**config.mk**
```make
export PLATFORM = sky130hd
export DESIGN_NAME = exc_controller
export DESIGN_NICKNAME = d
export VERILOG_FILES = /design/src/rtl/exc_controller_pkg.sv /design/src/rtl/exc_controller_irq_pending.sv /design/src/rtl/exc_controller.sv
export SDC_FILE = /design/constraint.sdc
export NUM_CORES = 1
export LEC_CHECK = 0
export CAP_MARGIN = 10
export CELL_PAD_IN_SITES_DETAIL_PLACEMENT = 1
export CELL_PAD_IN_SITES_GLOBAL_PLACEMENT = 2
export CORE_ASPECT_RATIO = 0.9
export CORE_MARGIN = 2
export CORE_UTILIZATION = 20
export DETAILED_ROUTE_END_ITERATION = 6
export PLACE_DENSITY = 0.79
export SLEW_MARGIN = 20
export SYNTH_ARGS = -nofsm -noshare
export SYNTH_HDL_FRONTEND = slang
export SYNTH_SLANG_ARGS = --single-unit
```
**constraint.sdc**
```tcl
create_clock -name clk -period 1.55 [get_ports clk]
set_clock_uncertainty 0.15 [all_clocks]
set_input_delay 0.2325 -clock clk [delete_from_list [all_inputs] [get_ports clk]]
set_output_delay 0.2325 -clock clk [all_outputs]
set_load 0.02 [all_outputs]
```
**src/rtl/exc_controller_pkg.sv**
```systemverilog
// Shared types and constants for the exception controller.
// States, event codes, PSR cause codes and the default interrupt-enable bit.
package exc_ctrl_pkg;

  typedef enum logic [1:0] {IDLE, ISSUE, DRAIN} state_t;

  typedef enum logic [2:0] {EV_NONE, EV_ILL, EV_TRAP, EV_IRQ, EV_RFI} event_t;

  // Cause codes the control registers load into the PSR for each event class
  localparam logic [3:0] CAUSE_ILL  = 4'b0011;
  localparam logic [3:0] CAUSE_TRAP = 4'b0101;
  localparam logic [3:0] CAUSE_IRQ  = 4'b1001;

  localparam int IE_BIT_DFLT = 4;

endpackage

```
**src/rtl/exc_controller_irq_pending.sv**
```systemverilog
// IRQ pending collector and lowest-index priority encoder.
// EXC_IRQ_EDGE_EN: pending bits latch on a 0->1 edge of irq and hold until
// acked; otherwise pending simply follows the irq levels.
// clr is the registered ack vector, so a bit drops in its ack cycle.
module irq_pending #(
  parameter int N_IRQ = 4,
  parameter int ID_W  = $clog2(N_IRQ)
) (
`ifdef EXC_IRQ_EDGE_EN
  input  logic             clk,
  input  logic             rst,
`endif
  input  logic [N_IRQ-1:0] irq,
  input  logic [N_IRQ-1:0] clr,
  output logic             vld,
  output logic [ID_W-1:0]  idx
);

  logic [N_IRQ-1:0] pending;

`ifdef EXC_IRQ_EDGE_EN
  logic [N_IRQ-1:0] irq_q;
  logic [N_IRQ-1:0] pend_q;

  // A rising edge in the current cycle counts immediately so acceptance
  // latency matches the level-sensitive build.
  assign pending = (pend_q | (irq & ~irq_q)) & ~clr;

  // Track previous irq levels and hold latched requests until acked
  always_ff @(posedge clk) begin
    if (!rst) begin
      irq_q  <= '0;
      pend_q <= '0;
    end else begin
      irq_q  <= irq;
      pend_q <= pending;
    end
  end
`else
  assign pending = irq & ~clr;
`endif

  // Lowest set index wins
  always_comb begin
    idx = '0;
    for (int i = N_IRQ-1; i >= 0; i--)
      if (pending[i]) idx = ID_W'(i);
    vld = |pending;
  end

endmodule

```
**src/rtl/exc_controller.sv**
```systemverilog
// Exception sequencer for the 16-bit core: arbitrates illegal/trap/IRQ/rfi
// at instruction boundaries, emits one registered event pulse, then holds
// flush for DRAIN_CYCLES more cycles before accepting again.
// Optional: EXC_IRQ_EDGE_EN selects edge-latched IRQ pending bits.
module exc_controller
  import exc_ctrl_pkg::*;
#(
  parameter int N_IRQ        = 4,
  parameter int ID_W         = $clog2(N_IRQ),
  parameter int DRAIN_CYCLES = 2,
  parameter int IE_BIT       = IE_BIT_DFLT
) (
  input  logic             clk,
  input  logic             rst,
  input  logic             inst_valid,
  input  logic             ill_req,
  input  logic             trap_req,
  input  logic             rfi_req,
  input  logic [N_IRQ-1:0] irq,
  input  logic [15:0]      psr_in,
  output logic             ill_inst,
  output logic             trap,
  output logic             ir,
  output logic             rfi,
  output logic             flush,
  output logic             busy,
  output logic [ID_W-1:0]  irq_id,
  output logic [N_IRQ-1:0] irq_ack
);

  localparam int CNT_W = $clog2(DRAIN_CYCLES + 2);

  state_t            state;
  event_t            ev;
  logic [CNT_W-1:0]  cnt;
  logic              irq_en;
  logic              p_vld;
  logic [ID_W-1:0]   p_idx;

  irq_pending #(.N_IRQ(N_IRQ), .ID_W(ID_W)) u_pend (
`ifdef EXC_IRQ_EDGE_EN
    .clk (clk),
    .rst (rst),
`endif
    .irq (irq),
    .clr (irq_ack),
    .vld (p_vld),
    .idx (p_idx)
  );

  // Bit 0 of the PSR marks "inside a handler": no nesting of interrupts
  assign irq_en = psr_in[IE_BIT] & ~psr_in[0];

  // Fixed-priority pick of the event offered this cycle
  always_comb begin
    ev = EV_NONE;
    if (inst_valid) begin
      if (ill_req)             ev = EV_ILL;
      else if (trap_req)       ev = EV_TRAP;
      else if (irq_en && p_vld) ev = EV_IRQ;
      else if (rfi_req)        ev = EV_RFI;
    end
  end

  // Sequencer FSM with all outputs registered
  always_ff @(posedge clk) begin
    if (!rst) begin
      state    <= IDLE;
      cnt      <= '0;
      ill_inst <= 1'b0;
      trap     <= 1'b0;
      ir       <= 1'b0;
      rfi      <= 1'b0;
      flush    <= 1'b0;
      busy     <= 1'b0;
      irq_id   <= '0;
      irq_ack  <= '0;
    end else begin
      ill_inst <= 1'b0;
      trap     <= 1'b0;
      ir       <= 1'b0;
      rfi      <= 1'b0;
      irq_ack  <= '0;
      case (state)
        IDLE: begin
          if (ev != EV_NONE) begin
            state    <= ISSUE;
            flush    <= 1'b1;
            busy     <= 1'b1;
            ill_inst <= (ev == EV_ILL);
            trap     <= (ev == EV_TRAP);
            ir       <= (ev == EV_IRQ);
            rfi      <= (ev == EV_RFI);
            if (ev == EV_IRQ) begin
              irq_ack <= N_IRQ'(1) << p_idx;
              irq_id  <= p_idx;
            end
          end
        end
        ISSUE: begin
          if (DRAIN_CYCLES > 0) begin
            state <= DRAIN;
            cnt   <= CNT_W'(DRAIN_CYCLES - 1);
          end else begin
            state <= IDLE;
            flush <= 1'b0;
            busy  <= 1'b0;
          end
        end
        DRAIN: begin
          if (cnt == '0) begin
            state <= IDLE;
            flush <= 1'b0;
            busy  <= 1'b0;
          end else begin
            cnt <= cnt - 1'b1;
          end
        end
        default: state <= IDLE;
      endcase
    end
  end

endmodule

```
==> After elaboration in Yosys (flattened, before gate mapping) <==
Cells that the tools add are included.
{ "classes": {"n_shift": 1, "n_reduce_logical": 13, "add_sub_neg": 1, "n_bitwise": 4, "n_eq_ne": 9, "muxes": 17} }
{ "ops": {"columns": ["cell", "n"], "rows": [
  ["$mux 3", 5],
  ["$mux 2", 7],
  ["$reduce_and 3->1", 3],
  ["$eq 3x2->1 const B", 2],
  ["$ne 2x2->1 const B", 3],
  ["$pmux 2 s3", 1],
  ["$and 4x4->4", 1],
  ["$logic_not 2->1", 2],
  ["$not 4->4", 1],
  ["$pmux 2 s2", 1],
  ["$reduce_and 2->1", 2],
  ["$reduce_and 4->1", 1],
  ["$reduce_bool 2->1", 2],
  ["$reduce_or 4->1", 1],
  ["$shl 1x2->4 const A", 1],
  ["$eq 3x1->1 const B", 1],
  ["$eq 3x3->1 const B", 1],
  ["$reduce_bool 3->1", 1],
  ["$eq 2x1->1 const B", 1],
  ["$eq 2x2->1 const B", 1],
  ["$mux 1", 2],
  ["$pmux 1 s2", 1],
  ["$sub 2x1->2 const B", 1],
  ["$and 1x1->1", 1],
  ["2 further kinds", 2]
]} }
{ "totals": {"reg_bits": 15, "output_inout_bits": 12} }

==> Longest topological paths before layout <==
{ "depth": {"ltp_word": 11, "mapped_depth": 6, "depth_no_buf": 6} }

==> Hierarchy <==
A second synthesis with hierarchy kept.
{ "unflattened": {"cells_unflattened": 74, "area_unflattened_um2": 705.7} }
{ "by_module_without_submodules": {"columns": ["mod", "instances", "cells_per_inst", "area_per_inst_um2", "seq_area_each_um2"], "rows": [
  ["exc_controller", 1, 63, 613.1, 300.3],
  ["irq_pending", 1, 11, 92.6, 0.0]
]} }

==> Least setup slack after synthesis <==
No wires, ideal clock.
{ "synth_timing": {"path_kind": "register -> register", "start": "register irq_ack[0]", "end": "register irq_id[0]", "path_stages_with_launch": 5, "setup_ns": 0.118, "n_path_buf": 0, "path_slack_ns": 0.017, "required_time_ns": 1.282, "t_arrival_ns": 1.264, "cell_sequence": "dfxtp_1 > and2b_1 > o41ai_2 > or4_4 > mux2i_1"} }
{ "synth_via": {"elab_chain_len": 10, "elab_cells_between_ends": 12, "cone_classes": "1 x eq/ne; 5 x mux; 2 x bitwise; 4 x reduce/logical"} }
{ "synth_lines": {"columns": ["element", "line", "rtl"], "rows": [
  ["start, declared", "exc_controller.sv:28", "output logic [N_IRQ-1:0] irq_ack"],
  ["start signal, assigned", "exc_controller.sv:95", "irq_ack <= N_IRQ'(1) << p_idx;"],
  ["$not 4->4 (*)", "exc_controller_irq_pending.sv:40", "assign pending = irq & ~clr;"],
  ["$and 4x4->4 (*)", "exc_controller_irq_pending.sv:40", null],
  ["$reduce_or 4->1", "exc_controller_irq_pending.sv:48", "vld = |pending;"],
  ["$logic_and 1x1->1", "exc_controller.sv:60", "else if (irq_en && p_vld) ev = EV_IRQ;"],
  ["$mux 3", "exc_controller.sv:60", null],
  ["$mux 3", "exc_controller.sv:59", "else if (trap_req) ev = EV_TRAP;"],
  ["$mux 3", "exc_controller.sv:58", "if (ill_req) ev = EV_ILL;"],
  ["$mux 3", "exc_controller.sv:57", "if (inst_valid) begin"],
  ["$eq 3x2->1 or $reduce_bool 3->1 (tied branches)", "exc_controller.sv:94, exc_controller.sv:86", null],
  ["$reduce_and 3->1 (no source line)", null, null],
  ["end signal, assigned", "exc_controller.sv:96", "irq_id <= p_idx;"],
  ["end, declared", "exc_controller.sv:27", "output logic [ID_W-1:0] irq_id,"]
]} }
Mark *: on every way between the ends. The rest lies on a longest branch, timed or not.
A chain may end at the register's enable or synchronous reset.

==> Worst setup path in the final report <==
Ends and elaborated chain as after synthesis.

==> flow_summary.toml <==
[synth]
synth.yosys.seq_area_share_pct = 44.69
muxShareOfSynthArea_pct = 2.980
synth-adder-area-share_pct = 1.862
syn_area_um2 = 671.9
syn_area_per_cell_um2 = 9.332
synth_top_cells_by_area = "dfxtp_1 45%, nor2b_1 6.5%, nor3_1 4.5%"
netlist_top_cells_count = "15 x dfxtp_1, 7 x nand2_1, 7 x nor2b_1"
synth-simple-area-share_pct = 31.66
syn_nets = 99
yosysMostFrequentCell = "dfxtp_1"
syn_inst = 72
ys_ff_latch = 15
yosysTopAreaCellShare_pct = 44.69
yosysWarnings = 0
synth_edf_count = 0
synth-async-reset-ratio_pct = 0
synth_xor_xnor_area_share_pct = 0
yosysTopAreaCell = "dfxtp_1"
synth_flop_cell = "dfxtp_1"
synth_cell_types = 29
synth-compound-area-share_pct = 13.59
synth_top_family_by_area = "simple AND/OR/NAND/NOR gates"

[detailed_routing]
drtIter0Drc = 14
routed_wl_mm = 1.779
drc = 0
route.met3.wl_um = 89
drtPass1Iterations = 4
vias_per_cell = 4.340
dr.max_layer_used = "met4"
via_count = 638
routedWlPerCell_um = 12.10
drt-met1-wl_um = 865
met2_length_um = 804
ant_nets = 0

[setup_path]
endpoint_kind = "flip-flop"
critPathArrivalTime_ps = 1520
cp_data_required_time_ps = 1530
critPathLaunchType = "flip-flop"
path_class = "flip-flop to flip-flop"
critPathMaxFanout = 3

[clock_network]
hold_buffers = 0
cts_tree = "yes"
clk_path_buf_depth = 2
clkLatencyLatePin_ps = 240
path_clk_slew_ps = 60
cts_max_level = 1
cts_buffers = 3
cts_root_buf = "clkbuf_8"
cts_sinks = 15

[die]
die_width_um = 65.10
floorplan.rows = 19
initial_utilization_pct = 21.41
core_area_mm2 = 0.003138
num_io_pins = 38
die_h_um = 58.99
die-area_mm2 = 0.003840

[placement]
hpwl_mm = 1.370
placed_area_um2 = 991.0
finalWeightedCongestion = 0.7457
io_buffers = 23

[timing]
tightest_slew_ps = 302.0
finalCriticalPeriod_ps = 1539
rsz0062_at_grt = "yes"
hold_viol = 0
max_freq_ghz = 0.6497
setup_viol = 0
min_period_over_period_pct = 99.31
slew_headroom_pct = 79.80
slew_violations = 0
whs_ps = 209.2

[hold_path]
hp-class = "input pin to flip-flop"

[finish]
fin_nets = 133
multi_input_area_um2 = 397.9
nFillCells = 383
final_area_mm2 = 0.001110
fin_util_pct = 35.37
areaGrowthSynthToFinish_pct = 65.18
drive_gt1_share_pct = 24.76
diodes = 0
final-seq-area_um2 = 304.0

[power]
seq_power_share_pct = 46.9
power.share.clock_pct = 35.4
peakVddDrop_mv = 0.3023
swShare_pct = 23.74
switching_power_w = 0.0002054
p_comb_share_pct = 17.7
power.leakage_nw = 0.5528
p_per_area_mw_per_mm2 = 779.6
intPower_w = 0.0006598

[run_status]
status = "complete, no violations"

[grt]
grt_overflow_total = 0
grt_pass1_wl_mm = 3.001
grt_max_degree = 10
grt_pass1_vias = 679
grt_usage_pct = 10.34
antenna_found_initial = 0

[job]
drv_cap = 0
[sequential cells by signal, indices dropped and copies added, names as in the netlist]
| name | cells |
|---|---|
| ill_inst | 1 |
| busy | 1 |
| state | 2 |
| rfi | 1 |
| irq_ack | 4 |
| ir | 1 |
| irq_id | 2 |
| trap | 1 |
| cnt | 2 |
[critical path, cell delays in order, from the launching register on]
cell and delay, ps:
dfxtp_2 320, and2b_2 240, o41ai_4 80, or4_4 510
mux2i_1 130
[kinds of logic after synthesis]
logic type,after synthesis
flops,15
buf+inv,6
mux,2
simple gates,36
compound gates,12
fa+ha+maj,1
[final timing paths]
kind                                  from         end  slack (ps)  cells past startpoint
worst max-delay path            irq_ack[0]   irq_id[0]          10                      4
worst min-delay path                irq[1]  irq_ack[1]         210                      3
worst max register to register  irq_ack[0]   irq_id[0]          10                      4
worst min register to register   irq_id[1]   irq_id[1]         310                      2
[what timing repair did]
item,CTS,global route
buffers inserted,0,1
endpoints found under the setup margin,12,8
resized for setup,21,12
pin swaps,2,3
[layer usage]
metal / vias up / track usage, %
li1: 318 / -
met1: 301 / 12.90
met2: 17 / 16.94
met3: 2 / 3.422
met4: 0 / 3.571
met5: - / 0
[per-stage QoR]
step	TNS [ps]	total power [W]	instances	setup slack (ps)
after global routing	-96.54	0.0009165	147	-39.88
after CTS	-83.55	0.0008729	146	-46.76
final	0	0.0008652	147	10.72
after detailed placement	-1924	0.0005570	142	-339.7
after global placement	-1752	0.0005539	142	-321.7
after floorplan	0	0.0004858	72	17.45
[cell type report]
cell class	instances	share of cell area, %
clock buffer	4	4.059
inverter	3	1.015
multi-input combinational	51	35.85
sequential	15	27.40
tap	42	4.735
timing repair buffer	32	26.94
[power groups by stage]
stage,Clock [W],Combinational [W],Sequential [W]
after detailed placement,0,0.000143,0.000414
final,0.000307,0.000153,0.000405
after floorplan,0,0.0000664,0.000419
after global routing,0.000343,0.000167,0.000407
after global placement,0,0.000140,0.000414
after CTS,0.000320,0.000147,0.000406
[layout by cell type, fill, tap and decap left out]
cell type and count:
nand3b_1 2, and3_1 1, o21a_1 1, inv_1 3, nand2b_1 4, nor2_2 1, and2b_2 1, a31o_1 1
nand4bb_1 1, clkbuf_1 1, nand2_1 7, nor3b_1 1, dfxtp_1 12, clkdlybuf4s50_1 6, nor3_2 2, a21oi_4 1
a21o_1 1, dfxtp_2 3, a211oi_1 1, nor2b_1 4, o31ai_1 2, a21oi_1 3, nor4_1 1, mux2i_1 2
nor2b_4 4, a41oi_1 1, clkbuf_8 3, nor2_1 2, ha_1 1, or4_4 1, dlygate4sd2_1 11, nor3_1 4
buf_4 9, dlymetal6s2s_1 6, o41ai_4 1
No activity file was read; power rests on OpenSTA's default activity.
